`src/rtl/pong_game_sequencer.sv`:
```
// Game-flow controller for Pong: serves the ball, paces physics once per frame,
// tallies misses into scores and declares a winner.
module pong_game_sequencer #(
    parameter int SCREEN_W     = 640,
    parameter int SCREEN_H     = 480,
    parameter int WIN_SCORE    = 7,
    parameter int SERVE_FRAMES = 60,
    parameter int SERVE_VX     = 2,
    parameter int SERVE_VY     = 1
) (
    input  logic        i_clk,
    input  logic        i_rst_n,
    input  logic        i_frame_tick,
    input  logic        i_start,
    input  logic        i_phys_done,
    input  logic [1:0]  i_phys_miss,
    output logic        o_phys_step,
    output logic        o_phys_load,
    output logic [31:0] o_ball_pos_init,
    output logic [15:0] o_ball_vel_init,
    output logic [3:0]  o_score_left,
    output logic [3:0]  o_score_right,
    output logic [1:0]  o_winner,
    output logic [2:0]  o_game_state,
    output logic        o_frame_overrun
);

    typedef enum logic [2:0] {
        S_IDLE  = 3'd0,
        S_SERVE = 3'd1,
        S_PLAY  = 3'd2,
        S_WAIT  = 3'd3,
        S_SCORE = 3'd4,
        S_OVER  = 3'd5
    } state_t;

    localparam logic [15:0] POS_X      = 16'(SCREEN_W / 2);
    localparam logic [15:0] POS_Y      = 16'(SCREEN_H / 2);
    localparam logic [7:0]  VX_POS     = 8'(SERVE_VX);
    localparam logic [7:0]  VX_NEG     = 8'(-SERVE_VX);
    localparam logic [7:0]  VY         = 8'(SERVE_VY);
    localparam logic [3:0]  WIN        = 4'(WIN_SCORE);
    localparam logic [15:0] SERVE_LOAD = (SERVE_FRAMES < 1) ? 16'd1 : 16'(SERVE_FRAMES);

    state_t      r_state, w_state;
    logic [15:0] r_serve_cnt, w_serve_cnt;
    logic        r_serve_left, w_serve_left;
    logic [1:0]  r_miss, w_miss;
    logic        r_phys_step, w_phys_step;
    logic        r_phys_load, w_phys_load;
    logic [31:0] r_pos, w_pos;
    logic [15:0] r_vel, w_vel;
    logic [3:0]  r_score_l, w_score_l;
    logic [3:0]  r_score_r, w_score_r;
    logic [1:0]  r_winner, w_winner;
    logic        r_overrun, w_overrun;
    logic        w_enter_serve;
    logic        w_left_pt, w_right_pt;

    always_comb begin
        w_state       = r_state;
        w_serve_cnt   = r_serve_cnt;
        w_serve_left  = r_serve_left;
        w_miss        = r_miss;
        w_phys_step   = 1'b0;
        w_phys_load   = 1'b0;
        w_pos         = r_pos;
        w_vel         = r_vel;
        w_score_l     = r_score_l;
        w_score_r     = r_score_r;
        w_winner      = r_winner;
        w_overrun     = r_overrun;
        w_enter_serve = 1'b0;
        w_left_pt     = 1'b0;
        w_right_pt    = 1'b0;

        case (r_state)
            S_IDLE: begin
                if (i_start) begin
                    w_score_l     = 4'd0;
                    w_score_r     = 4'd0;
                    w_winner      = 2'b00;
                    w_enter_serve = 1'b1;
                end
            end
            S_SERVE: begin
                if (i_frame_tick) begin
                    if (r_serve_cnt <= 16'd1) begin
                        w_state = S_PLAY;
                    end else begin
                        w_serve_cnt = r_serve_cnt - 16'd1;
                    end
                end
            end
            S_PLAY: begin
                if (i_frame_tick) begin
                    w_phys_step = 1'b1;
                    w_state     = S_WAIT;
                end
            end
            S_WAIT: begin
                // A tick here means physics is too slow; it is flagged and dropped.
                if (i_frame_tick) begin
                    w_overrun = 1'b1;
                end
                if (i_phys_done) begin
                    w_miss  = i_phys_miss;
                    w_state = (i_phys_miss == 2'b00) ? S_PLAY : S_SCORE;
                end
            end
            S_SCORE: begin
                w_left_pt  = (r_miss == 2'b01);
                w_right_pt = (r_miss == 2'b10);
                case (r_miss)
                    2'b01:   w_serve_left = 1'b1;
                    2'b10:   w_serve_left = 1'b0;
                    2'b11:   w_serve_left = ~r_serve_left;
                    default: w_serve_left = r_serve_left;
                endcase
                if (w_left_pt && r_score_l != 4'hF) begin
                    w_score_l = r_score_l + 4'd1;
                end
                if (w_right_pt && r_score_r != 4'hF) begin
                    w_score_r = r_score_r + 4'd1;
                end
                if (w_left_pt && w_score_l == WIN) begin
                    w_winner = 2'b01;
                    w_state  = S_OVER;
                end else if (w_right_pt && w_score_r == WIN) begin
                    w_winner = 2'b10;
                    w_state  = S_OVER;
                end else begin
                    w_enter_serve = 1'b1;
                end
            end
            S_OVER: begin
                if (i_start) begin
                    w_score_l     = 4'd0;
                    w_score_r     = 4'd0;
                    w_winner      = 2'b00;
                    w_overrun     = 1'b0;
                    w_enter_serve = 1'b1;
                end
            end
            default: begin
                w_state = S_IDLE;
            end
        endcase

        // Every path into SERVE loads the ball at centre using the latest direction.
        if (w_enter_serve) begin
            w_state     = S_SERVE;
            w_phys_load = 1'b1;
            w_pos       = {POS_X, POS_Y};
            w_vel       = {(w_serve_left ? VX_NEG : VX_POS), VY};
            w_serve_cnt = SERVE_LOAD;
        end
    end

    always_ff @(posedge i_clk or negedge i_rst_n) begin
        if (!i_rst_n) begin
            r_state      <= S_IDLE;
            r_serve_cnt  <= 16'd0;
            r_serve_left <= 1'b0;
            r_miss       <= 2'b00;
            r_phys_step  <= 1'b0;
            r_phys_load  <= 1'b0;
            r_pos        <= 32'd0;
            r_vel        <= 16'd0;
            r_score_l    <= 4'd0;
            r_score_r    <= 4'd0;
            r_winner     <= 2'b00;
            r_overrun    <= 1'b0;
        end else begin
            r_state      <= w_state;
            r_serve_cnt  <= w_serve_cnt;
            r_serve_left <= w_serve_left;
            r_miss       <= w_miss;
            r_phys_step  <= w_phys_step;
            r_phys_load  <= w_phys_load;
            r_pos        <= w_pos;
            r_vel        <= w_vel;
            r_score_l    <= w_score_l;
            r_score_r    <= w_score_r;
            r_winner     <= w_winner;
            r_overrun    <= w_overrun;
        end
    end

    assign o_phys_step     = r_phys_step;
    assign o_phys_load     = r_phys_load;
    assign o_ball_pos_init = r_pos;
    assign o_ball_vel_init = r_vel;
    assign o_score_left    = r_score_l;
    assign o_score_right   = r_score_r;
    assign o_winner        = r_winner;
    assign o_game_state    = r_state;
    assign o_frame_overrun = r_overrun;

endmodule

```
`config.mk`:
```
export PLATFORM = sky130hd
export DESIGN_NAME = pong_game_sequencer
export DESIGN_NICKNAME = d
export VERILOG_FILES = /design/src/rtl/pong_game_sequencer.sv
export SDC_FILE = /design/constraint.sdc
export NUM_CORES = 1
export LEC_CHECK = 0
export ABC_AREA = 1
export CAP_MARGIN = 0
export CORE_AREA = 3 3 78 80
export DETAILED_ROUTE_END_ITERATION = 10
export DIE_AREA = 0 0 81 83
export PLACE_DENSITY = 0.82
export SYNTH_ARGS = -nofsm -noshare
export SYNTH_HDL_FRONTEND = slang
export SYNTH_SLANG_ARGS = --single-unit
```
`constraint.sdc`:
```
create_clock -name i_clk -period 2.08 [get_ports i_clk]
set_input_delay 0.416 -clock i_clk [delete_from_list [all_inputs] [get_ports i_clk]]
set_output_delay 0.416 -clock i_clk [all_outputs]
set_load 0.005 [all_outputs]
```
==> results of run 1 <==
-- cells in the final DEF, fill, tap and decap left out, drive strengths merged, types with 8 or more instances in the layout --
cell	n
buf	12
clkdlybuf4s50	35
conb	34
dfrtp	37
inv	41
nand2	79
nand3	24
nand4	30
nor2	35
o21ai	8
o22ai	8
-- repair_timing --
action | 4_1_cts | 5_1_grt
setup buffers | 0 | 3
endpoints found under the setup margin | 0 | 15
resized for setup | 0 | 6
-- metal layers --
layer / up-vias / part of all wire [%] / global-route usage, %
met3: 5 / 7.2 / 2.82
met1: 1101 / 44 / 24.3
met4: 0 / 1.2 / 7.37
met5: - / 0 / 0
li1: 1151 / - / -
met2: 99 / 47 / 27.6
-- critical path, stage by stage (launching register included) --
cell and delay (ns):
dfrtp_1 0.41, ha_1 0.25, nand3_1 0.15, nand2_2 0.08, nand2_2 0.06, nand2_2 0.06, nor2_4 0.11, nand3_2 0.16
nand3_4 0.19, nand2_4 0.09, or2_1 0.21
-- cell families after synthesis --
logic type	Yosys count	share of synthesized area (%)
buffers and inverters	96	21.3
other	1	0.140
AO/OA/AOI/OAI	24	4.96
XOR/XNOR	13	4.26
flip-flops	37	34.7
adder cells (fa/ha/maj)	4	1.87
AND/OR/NAND/NOR	180	32.8
-- power by group through the flow --
| stage | Combinational [mW] | Sequential [mW] | Clock (mW) |
|---|---|---|---|
| 2_1_floorplan | 1.26 | 1.08 | 0 |
| 3_3_place_gp | 1.66 | 1.09 | 0 |
| 3_5_place_dp | 1.71 | 1.10 | 0 |
| 4_1_cts | 1.73 | 1.09 | 0.564 |
| 5_1_grt | 2.02 | 1.12 | 0.598 |
| 6_report | 1.78 | 1.10 | 0.555 |
-- per-stage QoR --
step	power [mW]	setup slack (ns)
after floorplan	2.34	0.408
after global placement	2.76	0.150
after detailed placement	2.81	0.101
after CTS	3.38	0.0779
after global routing	3.74	0.0135
final	3.43	0.180
-- how the worst max path moves through the flow --
stage                startpoint                  to  slack, ns  cells after the start
2_1_floorplan  o_score_right[0]      r_serve_cnt[4]       0.41                     11
3_3_place_gp   o_score_right[1]  o_ball_vel_init[9]       0.15                      9
3_5_place_dp   o_score_right[1]      r_serve_cnt[5]       0.10                     10
4_1_cts        o_score_right[1]      r_serve_cnt[5]       0.08                     10
5_1_grt        o_score_right[1]  o_ball_vel_init[9]       0.01                     10
6_report        o_score_left[0]  o_ball_vel_init[9]       0.18                     10
-- final cells by class --
cell class	instances	area share [%]
clock buffers	7	3.16
clock inverters	1	0.164
inverters	41	5.04
multi-input cells	257	43.8
flip-flops and latches	37	30.4
well taps	72	2.95
repair buffers	47	14.5
-- registers in the layout (all words and copies together) (netlist names) --
| signal | count |
|---|---|
| r_serve_cnt | 16 |
| o_score_left | 4 |
| o_score_right | 4 |
| o_game_state | 3 |
| o_ball_vel_init | 2 |
| o_winner | 2 |
| r_miss | 2 |
| o_frame_overrun | 1 |
| o_phys_load | 1 |
| o_phys_step | 1 |
| r_serve_left | 1 |
==> summary.md, run 1 <==
| Metric | Value |
|---|---|
| Routed vias/inst | `5.10` |
| Clk slew on worst S/H paths | `0.07 ns` |
| Share of layout cells above drive strength 1 | `11.0%` |
| GP Congestion | `0.910` |
| DRC Markers | `0` |
| Synthesized flop and latch total | `37` |
| Number of detailed-route iterations in the first pass | `4` |
| Minimum clock period after layout | `1.90 ns` |
| Cell taking the most area after synthesis | `dfrtp_1` |
| Post-synth EDFFs | `0` |
| First-pass GRT wire length | `9590 um` |
| Initial antenna violation count | `0` |
| GRT Residual Overflow | `0` |
| Placed Cells | `449` |
| Final setup violation count | `0` |
| Routed wire per std cell | `12.7 um` |
| Core ar. | `0.00547 mm^2` |
| DR iter-0 viols | `161` |
| Top post-synthesis cells by count | `nand2_1, buf_4, inv_1` |
| Fmax | `0.526 GHz` |
| Post-route insts no fill | `462` |
| # hold bufs at CTS | `0` |
| Syn-to-layout area delta | `14.2%` |
| R2R depth | `10` |
| Worst-path fanout max | `7` |
| Port Buf Inserts | `36` |
| Clock power share | `16.2%` |
| Gate power share | `51.9%` |
| Dpl cell area | `0.00289 mm^2` |
| Global Route Usage Sum | `17.7%` |
| CTS Buf Count | `5` |
| Switch Pwr | `1.49 mW` |
| Hold Vio Cnt, Final | `0` |
| Setup CP Type | `reg2reg` |
| Final core utilization | `55.8%` |
| FF-to-FF End | `o_ball_vel_init[9]` |
| Antenna cell count | `0` |
| Sequential area share after synthesis | `34.7%` |
| Outcome | `complete, no violations` |
| Synth cell types | `33` |
| Final Cycle Share | `91.4%` |
| Main flop type after synthesis | `dfrtp_1` |
| Lkg Pwr | `1.57 nW` |
| Final hold slack | `0.224 ns` |
| Mapped Area | `0.00267 mm^2` |
| Sequential cell area | `927 um^2` |
| Setup TNS | `0 ns` |
| Chip Width | `81 um` |
| WL final | `5870 um` |
| Antenna Violating Nets Remaining | `0` |
| Startpoint Class | `flip-flop` |
| Max cap viols | `0` |
| Slew @ Worst Pin | `0.850 ns` |
| CTS tree | `built` |
| Clock skew | `0.00515 ns` |
| Net switching fraction of the power | `43.5%` |
| Flop pwr share | `31.9%` |
| Vias | `2356` |
| Die footprint | `0.00672 mm^2` |
| Starting Density | `48.8%` |
| Worst hold path class | `in2async` |
| Top cell type's share of synthesized area | `34.7%` |
| Vias in the first global route | `2137` |
| Required @ worst endpoint | `2.26 ns` |
| Fin area | `0.00305 mm^2` |
| DIE HEIGHT | `83 um` |
| Synth top area cells | `dfrtp_1, buf_4, nand2_1` |
| Multi-input gate area | `0.00134 mm^2` |
| H-tree depth | `2` |
| Clock sink total | `37` |
| RSZ-0062 raised after global routing | `no` |
| Mapped Avg Cell Area | `7.52 um^2` |
| I/O pins | `71` |
| Worst skew pair latency | `0.29 ns` |
| Site Rows | `27` |
| Most common cell in the synthesized netlist | `nand2_1` |
| Internal | `1.94 mW` |
| Clk buf depth | `2` |
| # fillers | `489` |
| Synth async-reset ratio | `100%` |
| Worst EP arrival | `2.08 ns` |
| Detailed placement HPWL | `4090 um` |
| Reg2reg setup slack | `0.18 ns` |
| Yosys warnings | `0` |
| Clock root cell | `clkbuf_8` |
| Max_slew headroom | `43.3%` |
| Pin count of the biggest net entering global routing | `38` |
| Reg2Reg Launch Point | `o_score_left[0]` |
| CP Capture Type | `flip-flop` |
| Max IR drop VDD | `721 uV` |
| Pwr/cell area | `1130 mW/mm^2` |
| Slew Limit Fails | `0` |
| Mapped Cells | `355` |
| Nets | `400` |
Power figures use the tool's default switching activity.
==> inputs of run 2 (changes only) <==
Settings changed: CTS_CLUSTER_DIAMETER from default to 150.
==> results of run 2 <==
Same layout as run 1: the final DEF is identical, and so are final timing and power.
==> inputs of run 3 (changes only) <==
Settings changed: SLEW_MARGIN from default to 20.
==> results of run 3 <==
Same layout as run 1: the final DEF is identical, and so are final timing and power.
